`src/rtl/spi_shift_engine_if.sv`:
```
// Host-side transfer interface of the SPI shift engine. The host issues a
// single-cycle start with tx_data; the engine reports busy, done and rx_data.
interface spi_shift_engine_if #(
    parameter int DATA_WIDTH = 8
);
    logic                  start;
    logic [DATA_WIDTH-1:0] tx_data;
    logic                  busy;
    logic                  done;
    logic [DATA_WIDTH-1:0] rx_data;

    modport master (
        output start,
        output tx_data,
        input  busy,
        input  done,
        input  rx_data
    );

    modport slave (
        input  start,
        input  tx_data,
        output busy,
        output done,
        output rx_data
    );
endinterface

```
`src/rtl/spi_shift_engine.sv`:
```
// SPI master shift engine: paces one DATA_WIDTH-bit, MSB-first transfer from
// the edges of an external half-rate spi_clk toggle, in any CPOL/CPHA mode.
module spi_shift_engine #(
    parameter int DATA_WIDTH = 8,
    parameter int CPOL       = 0,
    parameter int CPHA       = 0
) (
    input  logic               clk,
    input  logic               rst,
    input  logic               spi_clk,
    input  logic               miso,
    output logic               sclk,
    output logic               mosi,
    output logic               cs_n,
    output logic [1:0]         fsm_state,
    spi_shift_engine_if.slave  host
);
    // Handshake: start is a one-cycle request, honoured only while idle and
    // not in the done cycle; busy covers acceptance+1 through done inclusive.

    localparam int CNT_W = $clog2(2 * DATA_WIDTH) + 1;
    localparam logic [CNT_W-1:0] LAST_EDGE  = CNT_W'(2 * DATA_WIDTH);
    localparam logic [CNT_W-1:0] FIRST_EDGE = CNT_W'(1);
    localparam logic SCLK_IDLE = (CPOL != 0);

    localparam logic [1:0] S_IDLE     = 2'd0;
    localparam logic [1:0] S_SETUP    = 2'd1;
    localparam logic [1:0] S_TRANSFER = 2'd2;
    localparam logic [1:0] S_HOLD     = 2'd3;

    logic [1:0]            state_q, state_d;
    logic [DATA_WIDTH-1:0] tx_shift_q, tx_shift_d;
    logic [DATA_WIDTH-1:0] rx_shift_q, rx_shift_d;
    logic [DATA_WIDTH-1:0] rx_data_q, rx_data_d;
    logic [CNT_W-1:0]      edge_cnt_q, edge_cnt_d;
    logic                  sclk_q, sclk_d;
    logic                  cs_n_q, cs_n_d;
    logic                  busy_q, busy_d;
    logic                  done_q, done_d;
    logic                  spi_clk_dly_q;
    logic                  tick_en_q;

    logic                  tick;
    logic [CNT_W-1:0]      edge_nxt;
    logic                  leading;

    always_comb begin
        // The delayed copy must load once after reset before edges count.
        tick     = tick_en_q && (spi_clk != spi_clk_dly_q);
        edge_nxt = edge_cnt_q + FIRST_EDGE;
        leading  = edge_nxt[0];

        state_d    = state_q;
        tx_shift_d = tx_shift_q;
        rx_shift_d = rx_shift_q;
        rx_data_d  = rx_data_q;
        edge_cnt_d = edge_cnt_q;
        sclk_d     = sclk_q;
        cs_n_d     = cs_n_q;
        busy_d     = busy_q;
        done_d     = 1'b0;

        case (state_q)
            S_IDLE: begin
                busy_d = 1'b0;
                if (host.start && !done_q) begin
                    tx_shift_d = host.tx_data;
                    rx_shift_d = '0;
                    edge_cnt_d = '0;
                    cs_n_d     = 1'b0;
                    busy_d     = 1'b1;
                    state_d    = S_SETUP;
                end
            end
            S_SETUP: begin
                if (tick) begin
                    state_d = S_TRANSFER;
                end
            end
            S_TRANSFER: begin
                if (tick) begin
                    sclk_d     = ~sclk_q;
                    edge_cnt_d = edge_nxt;
                    // Sample and shift sit on opposite edges; which one is
                    // which depends on CPHA.
                    if (leading) begin
                        if (CPHA == 0) begin
                            rx_shift_d = {rx_shift_q[DATA_WIDTH-2:0], miso};
                        end else if (edge_nxt != FIRST_EDGE) begin
                            tx_shift_d = {tx_shift_q[DATA_WIDTH-2:0], 1'b0};
                        end
                    end else begin
                        if (CPHA != 0) begin
                            rx_shift_d = {rx_shift_q[DATA_WIDTH-2:0], miso};
                        end else if (edge_nxt != LAST_EDGE) begin
                            tx_shift_d = {tx_shift_q[DATA_WIDTH-2:0], 1'b0};
                        end
                    end
                    if (edge_nxt == LAST_EDGE) begin
                        state_d = S_HOLD;
                    end
                end
            end
            default: begin
                if (tick) begin
                    cs_n_d    = 1'b1;
                    rx_data_d = rx_shift_q;
                    done_d    = 1'b1;
                    state_d   = S_IDLE;
                end
            end
        endcase
    end

    always_ff @(posedge clk or negedge rst) begin
        if (!rst) begin
            state_q       <= S_IDLE;
            tx_shift_q    <= '0;
            rx_shift_q    <= '0;
            rx_data_q     <= '0;
            edge_cnt_q    <= '0;
            sclk_q        <= SCLK_IDLE;
            cs_n_q        <= 1'b1;
            busy_q        <= 1'b0;
            done_q        <= 1'b0;
            spi_clk_dly_q <= 1'b0;
            tick_en_q     <= 1'b0;
        end else begin
            state_q       <= state_d;
            tx_shift_q    <= tx_shift_d;
            rx_shift_q    <= rx_shift_d;
            rx_data_q     <= rx_data_d;
            edge_cnt_q    <= edge_cnt_d;
            sclk_q        <= sclk_d;
            cs_n_q        <= cs_n_d;
            busy_q        <= busy_d;
            done_q        <= done_d;
            spi_clk_dly_q <= spi_clk;
            tick_en_q     <= 1'b1;
        end
    end

    assign sclk         = sclk_q;
    assign mosi         = tx_shift_q[DATA_WIDTH-1];
    assign cs_n         = cs_n_q;
    assign fsm_state    = state_q;
    assign host.busy    = busy_q;
    assign host.done    = done_q;
    assign host.rx_data = rx_data_q;
endmodule
```
`src/flat_wrapper.sv`:
```
// flat-port wrapper written by rule: the top's interface ports become plain ports
module spi_shift_engine_flat 
#(
    parameter int DATA_WIDTH = 8,
    parameter int CPOL       = 0,
    parameter int CPHA       = 0
)
  (clk, rst, spi_clk, miso, sclk, mosi, cs_n, fsm_state, host_start, host_tx_data, host_busy, host_done, host_rx_data);
  spi_shift_engine_if #(.DATA_WIDTH(DATA_WIDTH)) host_i ();
  input  logic clk;
  input  logic rst;
  input  logic spi_clk;
  input  logic miso;
  output logic sclk;
  output logic mosi;
  output logic cs_n;
  output logic [1:0] fsm_state;
  input wire logic [$bits(host_i.start)-1:0] host_start;
  input wire logic [$bits(host_i.tx_data)-1:0] host_tx_data;
  output wire logic [$bits(host_i.busy)-1:0] host_busy;
  output wire logic [$bits(host_i.done)-1:0] host_done;
  output wire logic [$bits(host_i.rx_data)-1:0] host_rx_data;
  assign host_i.start = host_start;
  assign host_i.tx_data = host_tx_data;
  assign host_busy = host_i.busy;
  assign host_done = host_i.done;
  assign host_rx_data = host_i.rx_data;
  spi_shift_engine #(.DATA_WIDTH(DATA_WIDTH), .CPOL(CPOL), .CPHA(CPHA)) u_core (.clk(clk), .rst(rst), .spi_clk(spi_clk), .miso(miso), .sclk(sclk), .mosi(mosi), .cs_n(cs_n), .fsm_state(fsm_state), .host(host_i));
endmodule
```
`config.mk`:
```
export PLATFORM = sky130hd
export DESIGN_NAME = spi_shift_engine_flat
export DESIGN_NICKNAME = d
export VERILOG_FILES = /design/src/rtl/spi_shift_engine_if.sv /design/src/rtl/spi_shift_engine.sv /design/src/flat_wrapper.sv
export SDC_FILE = /design/constraint.sdc
export NUM_CORES = 1
export LEC_CHECK = 0
export CAP_MARGIN = 20
export CORE_MARGIN = 2
export CORE_UTILIZATION = 25
export DETAILED_ROUTE_END_ITERATION = 12
export PLACE_DENSITY = 0.47
export SYNTH_ARGS = -nofsm -noshare
export SYNTH_HDL_FRONTEND = slang
export SYNTH_SLANG_ARGS = --single-unit
```
`constraint.sdc`:
```
create_clock -name clk -period 3.85 [get_ports clk]
set_input_delay 0.77 -clock clk [delete_from_list [all_inputs] [get_ports clk]]
set_output_delay 0.77 -clock clk [all_outputs]
set_load 0.05 [all_outputs]
```
==> results.ini <==
[yosys]
synth_seq_cells = 37
ys_seq_area_share_pct = 55.2
synth_nets = 152
synth_top_flop_cell = dfrtp_1
synth.most_common_cell = dfrtp_1
synthTopCellsByArea = dfrtp_1 (54%), mux2_2 (15%), a22o_1 (4.2%)
synth_cell_types = 30
yosys_warnings = 0
synthTopCellsByCount = dfrtp_1 (36), mux2_2 (23), a22o_1 (8)
yosysTopAreaCell = dfrtp_1
avgSynthCellArea_um2 = 12.5
synth_edf_count = 0
mappedNetlistArea_um2 = 1680
async_flop_share_pct = 100
netlist_instances = 134
synth_top_cell_area_share_pct = 53.7

[critical_path]
path_buf_inv = 1
path_cells = clkdlybuf4s50_1
cp_max_fo = 3
cp-end-kind = output pin
cp_slowest_cell = clkdlybuf4s50_1
critPathLaunchType = flop
path_depth = 1
cpLargestDelayFamily = buffers and inverters
crit_type = reg2out
r2r_cells = 5
worstPathArrival_ns = 1.63
worstPathRequired_ns = 3.08
cp_slowest_stage_delay_ns = 0.80

[layout]
layout-drive-gt1-share_pct = 21.4
n_antenna_cell = 0
utilization_pct = 33.3
post-route-cell-area_um2 = 2140
fin_nets = 185
syn2layout_area_growth_pct = 27.2

[grt]
antenna_found_initial = 0
grt_use_total_pct = 10.2
grt_pass1_vias = 1215
grt_pass1_wl_um = 5860
grt_max_degree = 21
overflow = 0

[pwr]
p_switching_w = 0.000597
p_per_area_nw_per_um2 = 705
ir_worst_vdd_mv = 0.224
p_seq_share_pct = 37.6
switching_share_pct = 39.7
total_power_w = 0.00150
clkPwrFrac_pct = 18.3
pwr-share-comb_pct = 44.1
p_int_w = 0.000908
leakage_nw = 0.953

[routing]
routed_via_density = 4.64
wl_um = 3410
drtAntennaViolNets = 0
routedWlPerCell_um = 13.9
vias = 1138
drt_iter0_markers = 61
drc = 0
drtPass1Iterations = 5

[place]
place_area_um2 = 2050
pre_cts_slack_ns = 1.22
io_buffers = 27
hpwl_um = 2510
place.gp.congestion = 0.714

[die]
initial_core_util_pct = 26.1
pin_count = 28
die_h_um = 86.0
fp.dieArea_um2 = 7390
core-area_um2 = 6420
row_count = 29
die_width_um = 86.0

[timing]
max_freq_mhz = 417
finalSetupViolCount = 0
drv_slew = 0
grt_setup_unrepaired = no
setup_ws_ns = 1.45
fin_crit_sh_pct = 62.3
fin_tns_setup_ns = 0
finClkSkew_ns = 0.00627
fin_crit_ns = 2.40
max_slew_margin_pct = 41.9
worstMarginPinSlew_ns = 0.869
finalHoldViolCount = 0

[min_path]
min_path_cells = 2
hold_path.class = reg2reg

[cts]
post_cts_buffers = 0
clock_latency_ns = 0.29
cts.reportedPaths.clkPinSlew_ns = 0.07
numCtsBuffers = 5
cts_tree = done
cts_root_buf = clkbuf_8
ctsHoldBuffers = 0
clockBufferDepth = 2
cts_max_level = 2
cts_resized = 0
clock-sinks = 37

[run]
maxCapViolCount = 0

[outcome]
outcome = completed

[placed cells by master (no fill, tap or decap), types with 2 or more instances in the layout]
| master | n |
|---|---|
| nand2_1 | 7 |
| clkbuf_8 | 5 |
| a21oi_1 | 5 |
| o21ai_0 | 5 |
| o21ai_1 | 2 |
| nor2_1 | 6 |
| clkdlybuf4s50_1 | 27 |
| nand3_1 | 5 |
| a21o_1 | 2 |
| nand2b_1 | 5 |
| inv_1 | 4 |
| mux2i_1 | 4 |
| nor3_1 | 2 |
| dfrtp_1 | 36 |
| mux2_2 | 23 |
| a22o_1 | 8 |
| ha_1 | 5 |
[metrics by stage]
step,std cells,hold slack [ns]
2_1_floorplan,134,0.462
3_3_place_gp,237,0.474
3_5_place_dp,237,0.484
4_1_cts,245,0.502
5_1_grt,245,0.526
6_report,245,0.493
[sequential cells by signal, summed over array words and instances (netlist names)]
signal / flops
u_core.spi_clk_dly_q: 1
u_core.rx_shift_q: 8
u_core.cs_n: 1
u_core.sclk: 1
u_core.edge_cnt_q: 5
u_core.tick_en_q: 1
u_core.host.rx_data: 8
u_core.host.done: 1
u_core.tx_shift_q: 8
u_core.host.busy: 1
u_core.fsm_state: 2
[per-layer routing]
layer	wire length, µm	vias up	GRT usage (%)
met3	112	6	3.56
met1	1630	574	13.2
met5	0	-	0
met2	1630	15	16.1
li1	-	543	-
met4	46	0	3.46
[worst register-to-register path: stages (launching register included)]
cell	delay (ns)
dfrtp_1	0.43
inv_1	0.13
ha_1	0.51
nand3_1	0.34
nor3_2	0.52
a22o_1	0.24
[final timing paths]
kind	end	from	slack (ns)
worst max-delay path	cs_n	u_core.cs_n	1.45
worst min-delay path	u_core.host.busy	u_core.host.busy	0.49
worst max register to register	u_core.rx_shift_q[7]	u_core.fsm_state[0]	1.63
worst min register to register	u_core.host.busy	u_core.host.busy	0.49
max in group asynchronous	u_core.edge_cnt_q[1]	rst	2.09
min in group asynchronous	u_core.fsm_state[0]	rst	0.97
[area by class of cell]
type                       instances  area (µm²)
timing repair buffer              28         278
multi-input combinational         91         729
sequential                        37         927
clock buffer                       5        68.8
clock inverter                     3        21.3
inverter                           4        15.0
tap                               77        96.3
fill                             646        4290
[power groups by stage]
stage / sequential [W] / clock, W / combinational [W]
5_1_grt: 0.000583 / 0.000304 / 0.000719
3_5_place_dp: 0.000576 / 0 / 0.000668
4_1_cts: 0.000568 / 0.000286 / 0.000669
6_report: 0.000566 / 0.000276 / 0.000663
2_1_floorplan: 0.000700 / 0 / 0.000348
3_3_place_gp: 0.000571 / 0 / 0.000655
[kinds of logic (layout without fill, tap and decap cells)]
| kind of cell | after synthesis | count (layout) | synth area share (%) |
|---|---|---|---|
| mux | 27 | 27 | 17.8 |
| simple gates | 31 | 31 | 9.69 |
| fa+ha+maj | 5 | 5 | 3.73 |
| xor+xnor | 2 | 2 | 1.04 |
| flops | 37 | 37 | 55.2 |
| buf+inv | 6 | 40 | 1.34 |
| other cells | 1 | 1 | 0.223 |
| compound gates | 25 | 25 | 11.0 |
Note: power is estimated with default switching activity, not from simulation.
